[config.mk]
export PLATFORM = sky130hd
export DESIGN_NAME = wr_ctrl_s
export DESIGN_NICKNAME = d
export VERILOG_FILES = /design/src/rtl/wr_ctrl_s.sv
export SDC_FILE = /design/constraint.sdc
export NUM_CORES = 1
export LEC_CHECK = 0
export ABC_CLOCK_PERIOD_IN_PS = 5800
export BUFFER_PORTS_ARGS = -buffer_cell sky130_fd_sc_hd__buf_2
export CAP_MARGIN = 30
export CORE_UTILIZATION = 45
export DETAILED_ROUTE_END_ITERATION = 12
export GPL_TIMING_DRIVEN = 0
export PLACE_DENSITY_LB_ADDON = 0.2
export SLEW_MARGIN = 0
export SYNTH_ARGS = -nofsm -noshare
export SYNTH_HDL_FRONTEND = slang
export SYNTH_SLANG_ARGS = --single-unit
[constraint.sdc]
create_clock -name clk -period 5.8 [get_ports clk]
set_input_delay 0.29 -clock clk [delete_from_list [all_inputs] [get_ports clk]]
set_output_delay 0.29 -clock clk [all_outputs]
set_load 0.01 [all_outputs]
[src/rtl/wr_ctrl_s.sv]
// ============================================================================
// Module   : wr_ctrl_s
// Purpose  : SRAM ring-buffer write controller; fills banks in rotation and
//            waits on full banks until the reader releases them.
// Options  : define WR_CTRL_STALL_CNT_EN to enable the stall-cycle counter.
// Revision : 1.0 - initial release
// ============================================================================
`default_nettype none

module wr_ctrl_s #(
  parameter int SRAM_ADDRWIDTH = 9,
  parameter int CYC_BITWIDTH   = 12
) (
  input  logic                      clk,
  input  logic                      rst,
  input  logic                      start,
  input  logic [3:0]                SRAM_num,
  input  logic [3:0]                Data_num,
  input  logic [CYC_BITWIDTH-1:0]   cyc_num,
  input  logic                      IFGB_val,
  output logic                      GBIF_rdy,
  input  logic                      rd_release,
  input  logic [3:0]                rd_release_ID,
  output logic                      write_en,
  output logic [SRAM_ADDRWIDTH-1:0] addr_Wr,
  output logic [3:0]                Wr_ID,
  output logic [3:0]                next_Wr_ID,
  output logic [1:0]                State_Wr,
  output logic [15:0]               bank_full,
  output logic                      wr_bank_done,
  output logic [3:0]                wr_bank_done_ID,
  output logic                      write_SRAM_done,
  output logic [15:0]               wr_stall_cnt
);

  typedef enum logic [1:0] {
    S_IDLE  = 2'd0,
    S_WAIT  = 2'd1,
    S_WRITE = 2'd2,
    S_DONE  = 2'd3
  } state_t;

  state_t                    r_state;
  state_t                    w_state_nx;
  logic [3:0]                r_num;
  logic [3:0]                r_data_num;
  logic [CYC_BITWIDTH-1:0]   r_cyc;
  logic [CYC_BITWIDTH-1:0]   r_fill_cnt;
  logic [CYC_BITWIDTH-1:0]   w_fill_inc;
  logic [SRAM_ADDRWIDTH-1:0] w_last_addr;
  logic [3:0]                w_num_eff;
  logic                      w_last;
  logic                      w_rel_ok;
  logic                      w_target_free;

  function automatic logic [3:0] wrap_inc(input logic [3:0] id, input logic [3:0] num);
    logic [3:0] eff;
    eff = (num == 4'd0) ? 4'd1 : num;
    return (id >= eff - 4'd1) ? 4'd0 : id + 4'd1;
  endfunction

  // (Data_num+1)*2^(AW-4) - 1 is simply Data_num followed by AW-4 ones
  assign w_last_addr   = {r_data_num, {(SRAM_ADDRWIDTH-4){1'b1}}};
  assign w_num_eff     = (r_num == 4'd0) ? 4'd1 : r_num;
  assign w_fill_inc    = r_fill_cnt + {{(CYC_BITWIDTH-1){1'b0}}, 1'b1};
  assign GBIF_rdy      = (r_state == S_WRITE);
  assign write_en      = IFGB_val & GBIF_rdy;
  assign w_last        = write_en && (addr_Wr == w_last_addr);
  assign w_rel_ok      = rd_release && (rd_release_ID < w_num_eff);
  assign w_target_free = !bank_full[Wr_ID] || (w_rel_ok && (rd_release_ID == Wr_ID));
  assign State_Wr      = r_state;
  assign write_SRAM_done = (r_state == S_DONE);

  always_ff @(posedge clk) begin
    if (rst) r_state <= S_IDLE;
    else     r_state <= w_state_nx;
  end

  always_comb begin
    w_state_nx = r_state;
    case (r_state)
      S_IDLE:  w_state_nx = r_state;
      S_WAIT:  if (w_target_free) w_state_nx = S_WRITE;
      S_WRITE: if (w_last) w_state_nx = (w_fill_inc == r_cyc) ? S_DONE : S_WAIT;
      S_DONE:  w_state_nx = S_IDLE;
      default: w_state_nx = S_IDLE;
    endcase
    // start restarts the pass from any state
    if (start) w_state_nx = (cyc_num != '0) ? S_WAIT : S_DONE;
  end

  always_ff @(posedge clk) begin
    if (rst) begin
      r_num           <= 4'd0;
      r_data_num      <= 4'd0;
      r_cyc           <= '0;
      r_fill_cnt      <= '0;
      addr_Wr         <= '0;
      Wr_ID           <= 4'd0;
      next_Wr_ID      <= 4'd1;
      bank_full       <= 16'd0;
      wr_bank_done    <= 1'b0;
      wr_bank_done_ID <= 4'd0;
    end else begin
      wr_bank_done <= 1'b0;
      if (start) begin
        r_num      <= SRAM_num;
        r_data_num <= Data_num;
        r_cyc      <= cyc_num;
        r_fill_cnt <= '0;
        addr_Wr    <= '0;
        Wr_ID      <= 4'd0;
        next_Wr_ID <= wrap_inc(4'd0, SRAM_num);
        bank_full  <= 16'd0;
      end else begin
        if (w_rel_ok) bank_full[rd_release_ID] <= 1'b0;
        if (write_en) begin
          if (w_last) begin
            // placed after the release so a same-bank set wins
            bank_full[Wr_ID] <= 1'b1;
            wr_bank_done     <= 1'b1;
            wr_bank_done_ID  <= Wr_ID;
            addr_Wr          <= '0;
            r_fill_cnt       <= w_fill_inc;
            if (w_fill_inc != r_cyc) begin
              Wr_ID      <= next_Wr_ID;
              next_Wr_ID <= wrap_inc(next_Wr_ID, r_num);
            end
          end else begin
            addr_Wr <= addr_Wr + {{(SRAM_ADDRWIDTH-1){1'b0}}, 1'b1};
          end
        end
      end
    end
  end

`ifdef WR_CTRL_STALL_CNT_EN
  logic [15:0] r_stall_cnt;

  always_ff @(posedge clk) begin
    if (rst || start)
      r_stall_cnt <= 16'd0;
    else if ((r_state == S_WAIT) && bank_full[Wr_ID] && (r_stall_cnt != 16'hFFFF))
      r_stall_cnt <= r_stall_cnt + 16'd1;
  end

  assign wr_stall_cnt = r_stall_cnt;
`else
  assign wr_stall_cnt = 16'd0;
`endif

endmodule

`default_nettype wire

Word-level counts from Yosys, hierarchy flattened
Cells that the tools add are included.
Widths: inputs -> output; s select.

storage, ports and cells
  word-level logic and storage cells = 87
  bits in registers = 72
  input port bits = 29
  output and inout port bits = 59

operators by class
  bitwise operators = 6
  equal/unequal tests = 10
  $add $sub $neg = 5
  mux-type cells = 27
  order comparisons = 7
  reductions and logical operators = 21

operator list
  operator               count
  $mux 16                5
  $mux 4                 7
  $and 16x16->16         1
  $not 16->16            1
  $or 16x16->16          1
  $add 12x1->12 const B  1
  $eq 12x12->1           1
  $ne 12x12->1           1
  $reduce_and 3->1       4
  $reduce_bool 12->1     1
  $lt 4x5->1 const B     2
  $mux 2                 5
  $add 9x1->9 const B    1
  $eq 9x9->1             1
  $mux 9                 1
  $demux 1 s4            2
  $ge 4x1->1 const B     2
  $logic_not 4->1        2
  $sub 4x1->4 const B    2
  $pmux 2 s3             1
  $reduce_bool 2->1      3
  $logic_and 1x1->1      5
  $mux 1                 5
  $add 4x1->4 const B    1
  other kinds (18)       20

Longest topological paths before layout
  word-level depth = 12
  gate-level depth with buffers = 11
  gate-level depth less buffers = 10

Worst setup path after synthesis
OpenSTA, ideal clock, no wires.

  path kind = register to register
  start point = register r_fill_cnt[0]
  end point = register r_state[1] (netlist: State_Wr[1])
  required time = 5.712 ns
  arrival time = 2.273 ns
  buffers on the path = 0
  setup time = 0.088 ns
  period minus slack after synthesis = 2.360 ns
  path slack = 3.440 ns
  stages on the path, launching flop included = 8
  cell sequence = dfxtp_1 > ha_1 > xor2_1 > or3_4 > a2111oi_4 > a31oi_4 > o31a_1 > nor4_2

between the ends
  cells in the longest elaborated chain, start to end = 6

ends and longest elaborated chain
  what                      line  source
  start: declaration        48    logic [CYC_BITWIDTH-1:0] r_fill_cnt;
  start signal: assignment  124   r_fill_cnt <= w_fill_inc;
  $add 12x1->12             65    assign w_fill_inc = r_fill_cnt + {{(CYC_BITWIDTH-1){1'b0}}, 1'b1};
  net w_fill_inc[1]         49    logic [CYC_BITWIDTH-1:0] w_fill_inc;
  $eq 12x12->1              84    S_WRITE: if (w_last) w_state_nx = (w_fill_inc == r_cyc) ? S_DONE : S_WAIT;
  $mux 2 (2 in a row)       84
  $pmux 2 s3                81    case (r_state)
  $mux 2                    89    if (start) w_state_nx = (cyc_num != '0) ? S_WAIT : S_DONE;
  end signal: assignment    76    else r_state <= w_state_nx;
  end: declaration          43    state_t r_state;

The timed path passes the listed nets, and every way through them passes these cells. The select of a mux whose other input is x is not followed.
A chain may end at the register's enable or synchronous reset.

Worst setup path in the final report
  start point = register r_num[2]
  end point = register next_Wr_ID[0]

between the ends
  cells in the longest elaborated chain, start to end = 9

ends and longest elaborated chain
  what                      line  source
  start: declaration        45    logic [3:0] r_num;
  start signal: assignment  107   r_num <= SRAM_num;
  $logic_not 4->1           58    eff = (num == 4'd0) ? 4'd1 : num;
  $mux 4 *                  58
  $sub 4x1->4 *             59    return (id >= eff - 4'd1) ? 4'd0 : id + 4'd1;
  $ge 4x4->1 *              59
  $mux 4 *                  59
  $mux 4 *                  125   if (w_fill_inc != r_cyc) begin
  $mux 4 *                  118   if (w_last) begin
  $mux 4 *                  117   if (write_en) begin
  $mux 4 *                  106   if (start) begin
  end signal: assignment    113   next_Wr_ID <= wrap_inc(4'd0, SRAM_num);
  end signal: assignment    127   next_Wr_ID <= wrap_inc(next_Wr_ID, r_num);
  end: declaration          27    output logic [3:0] next_Wr_ID,

Mark *: on every way between the ends. The rest lies on a longest branch, timed or not. The select of a mux whose other input is x is not followed.

==> impl_metrics.env <==
export IMPL_port_buffers=69
export IMPL_worstMarginPinSlew_ns=0.7954
export IMPL_layout_commonest_cell="dfxtp_1"
export IMPL_vias=3435
export IMPL_cap_viol_max_count=0
export IMPL_syn_cell_area_sq_um=3859
export IMPL_gp_congestion=0.8456
export IMPL_grt_remaining_overflow=0
export IMPL_critPathMaxFanout=5
export IMPL_total_power_mw=0.9974
export IMPL_drt_iter0_drc=133
export IMPL_criticalPathCategory="reg2reg"
export IMPL_drc_errors=0
export IMPL_clk_pin_slew_ns=0.08
export IMPL_yosys_cell_types_count=49
export IMPL_power_density_nw_per_um2=217.6
export IMPL_skew_ns=0.01244
export IMPL_cts_tree="yes"
export IMPL_numCtsBuffers=9
export IMPL_yosysWarningCount=0
export IMPL_vias_per_cell=5.285
export IMPL_wl_per_cell_um=14.73
export IMPL_cp_num_buf_inv=1
export IMPL_initial_utilization=0.4673
export IMPL_fin_nets=580
export IMPL_max_stage_delay_ns=0.41
export IMPL_cts_root_buf="clkbuf_8"
export IMPL_start_kind="flip-flop"
export IMPL_cp_top_family="compound AO/OA/AOI/OAI gates"
export IMPL_postSynthAreaPerCell_sq_um=8.671
export IMPL_synth_edff_count=0
export IMPL_antenna_left=0
export IMPL_clockBufferDepth=2
export IMPL_combPwrFrac=0.104
export IMPL_layout_common_cells="dfxtp_1, buf_2, nor2_1"
export IMPL_p_leak_nw=1.842
export IMPL_final_util=0.5552
export IMPL_fin_crit_ns=2.713
export IMPL_ctsHoldBuffers=0
export IMPL_setup_viol=0
export IMPL_power_share_clock=0.382
export IMPL_relSlewSlack=0.4698
export IMPL_crit_arrival_ns=2.99
export IMPL_die_x_um=94.60
export IMPL_synth_ff_type="dfxtp_1"
export IMPL_fin_area_sq_um=4584
export IMPL_ios=88
export IMPL_drt_pass1_iter_count=4
export IMPL_p_sw_frac=0.2594
export IMPL_hold_viol_final=0
export IMPL_internal_power_mw=0.7387
export IMPL_antenna_diode_count=0
export IMPL_fp_dieH_um=94.60
export IMPL_slew_violations=0
export IMPL_core_area_sq_um=8258
export IMPL_synth_cells=445
export IMPL_path_cells="inv_1, a31oi_1, ha_1, ha_1, a21o_1, a21o_1, a211o_1, a31oi_1, mux2i_1, a22oi_1"
export IMPL_htree_levels=3
export IMPL_p_seq_frac=0.514
export IMPL_hold_worst_slack_ns=0.1848
export IMPL_fin_crit_sh=0.4678
export IMPL_grt_pass1_wl_um=15890
export IMPL_place_area_sq_um=4392
export IMPL_syn_to_final_growth_pct=18.81
export IMPL_cts_resized=0
export IMPL_ir_drop_uv=152.0
export IMPL_fp_dieArea_sq_um=8949
export IMPL_crit_slowest_cell="dfxtp_1"
export IMPL_track_usage=0.2296
export IMPL_grt_pass1_vias=3323
export IMPL_hp_class="in2reg"
export IMPL_numClockSinks=72
export IMPL_required_ns=6.07
export IMPL_totalWireLength_um=9577
export IMPL_synth_seq_cells=72
export IMPL_hpwl_um=7147
export IMPL_fmax_mhz=368.6
export IMPL_post_cts_buffers=0
export IMPL_synthArstFlopShare=0
export IMPL_core_rowCount=33
export IMPL_status="finished clean"
export IMPL_drive_above_1_share=0.2220
export IMPL_antenna_found_initial=0
export IMPL_fin_setup_tns_ns=0
export IMPL_grt_max_degree=13
export IMPL_clk_latency_ns=0.35
export IMPL_rsz0062_at_grt="no"
export IMPL_p_switching_mw=0.2587
export IMPL_end_kind="flip-flop"
export IMPL_ys_seq_area_frac=0.3735
## through the flow
| step | cells | setup WS (ns) |
|---|---|---|
| 2_1_floorplan | 460 | 3.440 |
| 3_3_place_gp | 634 | 3.201 |
| 3_5_place_dp | 634 | 3.145 |
| 4_1_cts | 650 | 3.112 |
| 5_1_grt | 650 | 2.890 |
| 6_report | 650 | 3.087 |
## cell families after synthesis
logic type,after synthesis,synth area share
AND/OR/NAND/NOR,166,0.2108
flip-flops,72,0.3735
AO/OA/AOI/OAI,71,0.1210
buffers and inverters,49,0.06452
XOR/XNOR,44,0.09987
multiplexers,31,0.09371
adder cells (fa/ha/maj),11,0.03567
other,1,0.0009718
## routing by layer
layer  global-route usage  part of all wire  vias up  wire length [um]
li1                     -                 -     1703                 -
met1               0.3105              0.47     1607              4479
met2               0.3597              0.45      112              4318
met3              0.04509             0.065       13               624
met4              0.08712             0.016        0               154
met5                    0                 0        -                 0
## state kept, by name, summed over array words and instances, names as in the netlist
signal,count
bank_full,16
r_cyc,12
r_fill_cnt,12
addr_Wr,9
Wr_ID,4
next_Wr_ID,4
r_data_num,4
r_num,4
wr_bank_done_ID,4
State_Wr,2
wr_bank_done,1
## worst register-to-register path, delay by kind of cell, from the launching register on
kind	cells	cell delay (ns)
fa+ha+maj	2	0.58
buf+inv	1	0.09
mux	1	0.14
compound gates	6	1.42
flops	1	0.41
## path summary, 6_finish.rpt
path                startpoint            end  slack [ns]  depth (start not counted)
setup / recovery      r_num[2]  next_Wr_ID[0]        3.09                         10
hold / removal     Data_num[0]  r_data_num[0]        0.18                          3
setup reg to reg      r_num[2]  next_Wr_ID[0]        3.09                         10
hold reg to reg   bank_full[5]   bank_full[5]        0.49                          2
## cell usage after synthesis (2+ instances only)
cell type,number,share of area
a21o_1,2,0.0039
a21oi_1,31,0.040
a31o_2,2,0.0045
a31oi_1,3,0.0049
and3_1,2,0.0032
buf_1,2,0.0019
buf_4,17,0.033
clkbuf_1,20,0.019
dfxtp_1,72,0.37
ha_1,11,0.036
inv_1,9,0.0088
mux2i_1,26,0.067
mux4_2,4,0.023
nand2_1,37,0.036
nand2b_1,7,0.011
nand3_1,13,0.017
nand3b_1,6,0.012
nand4_1,6,0.0097
nand4b_1,2,0.0045
nor2_1,62,0.060
nor3_1,7,0.0091
nor3b_1,2,0.0039
nor4_1,5,0.0081
o21ai_0,12,0.016
o31ai_1,11,0.021
o41ai_1,3,0.0068
or2_2,3,0.0049
or3_1,3,0.0049
or3_4,2,0.0058
or4_1,2,0.0039
xnor2_1,32,0.073
xor2_1,12,0.027
## cell type report
cell class                      instances  area, sq um
Clock inverter                          4        27.53
Timing Repair Buffer                   69        345.3
Tap cell                              105        131.4
Multi-Input combinational cell        339         2225
Sequential cell                        72         1441
Clock buffer                           12        165.2
Inverter                                9        33.78
Buffer                                 40        215.2
Fill cell                             818         3674
## power by group through the flow
| stage | Sequential [mW] | Combinational [mW] | Clock [mW] |
|---|---|---|---|
| after floorplan | 0.521 | 0.0746 | 0 |
| after global placement | 0.523 | 0.101 | 0 |
| after detailed placement | 0.524 | 0.103 | 0 |
| after CTS | 0.512 | 0.104 | 0.391 |
| after global routing | 0.513 | 0.117 | 0.415 |
| final | 0.512 | 0.104 | 0.381 |
No activity file was read; power rests on OpenSTA's default activity.
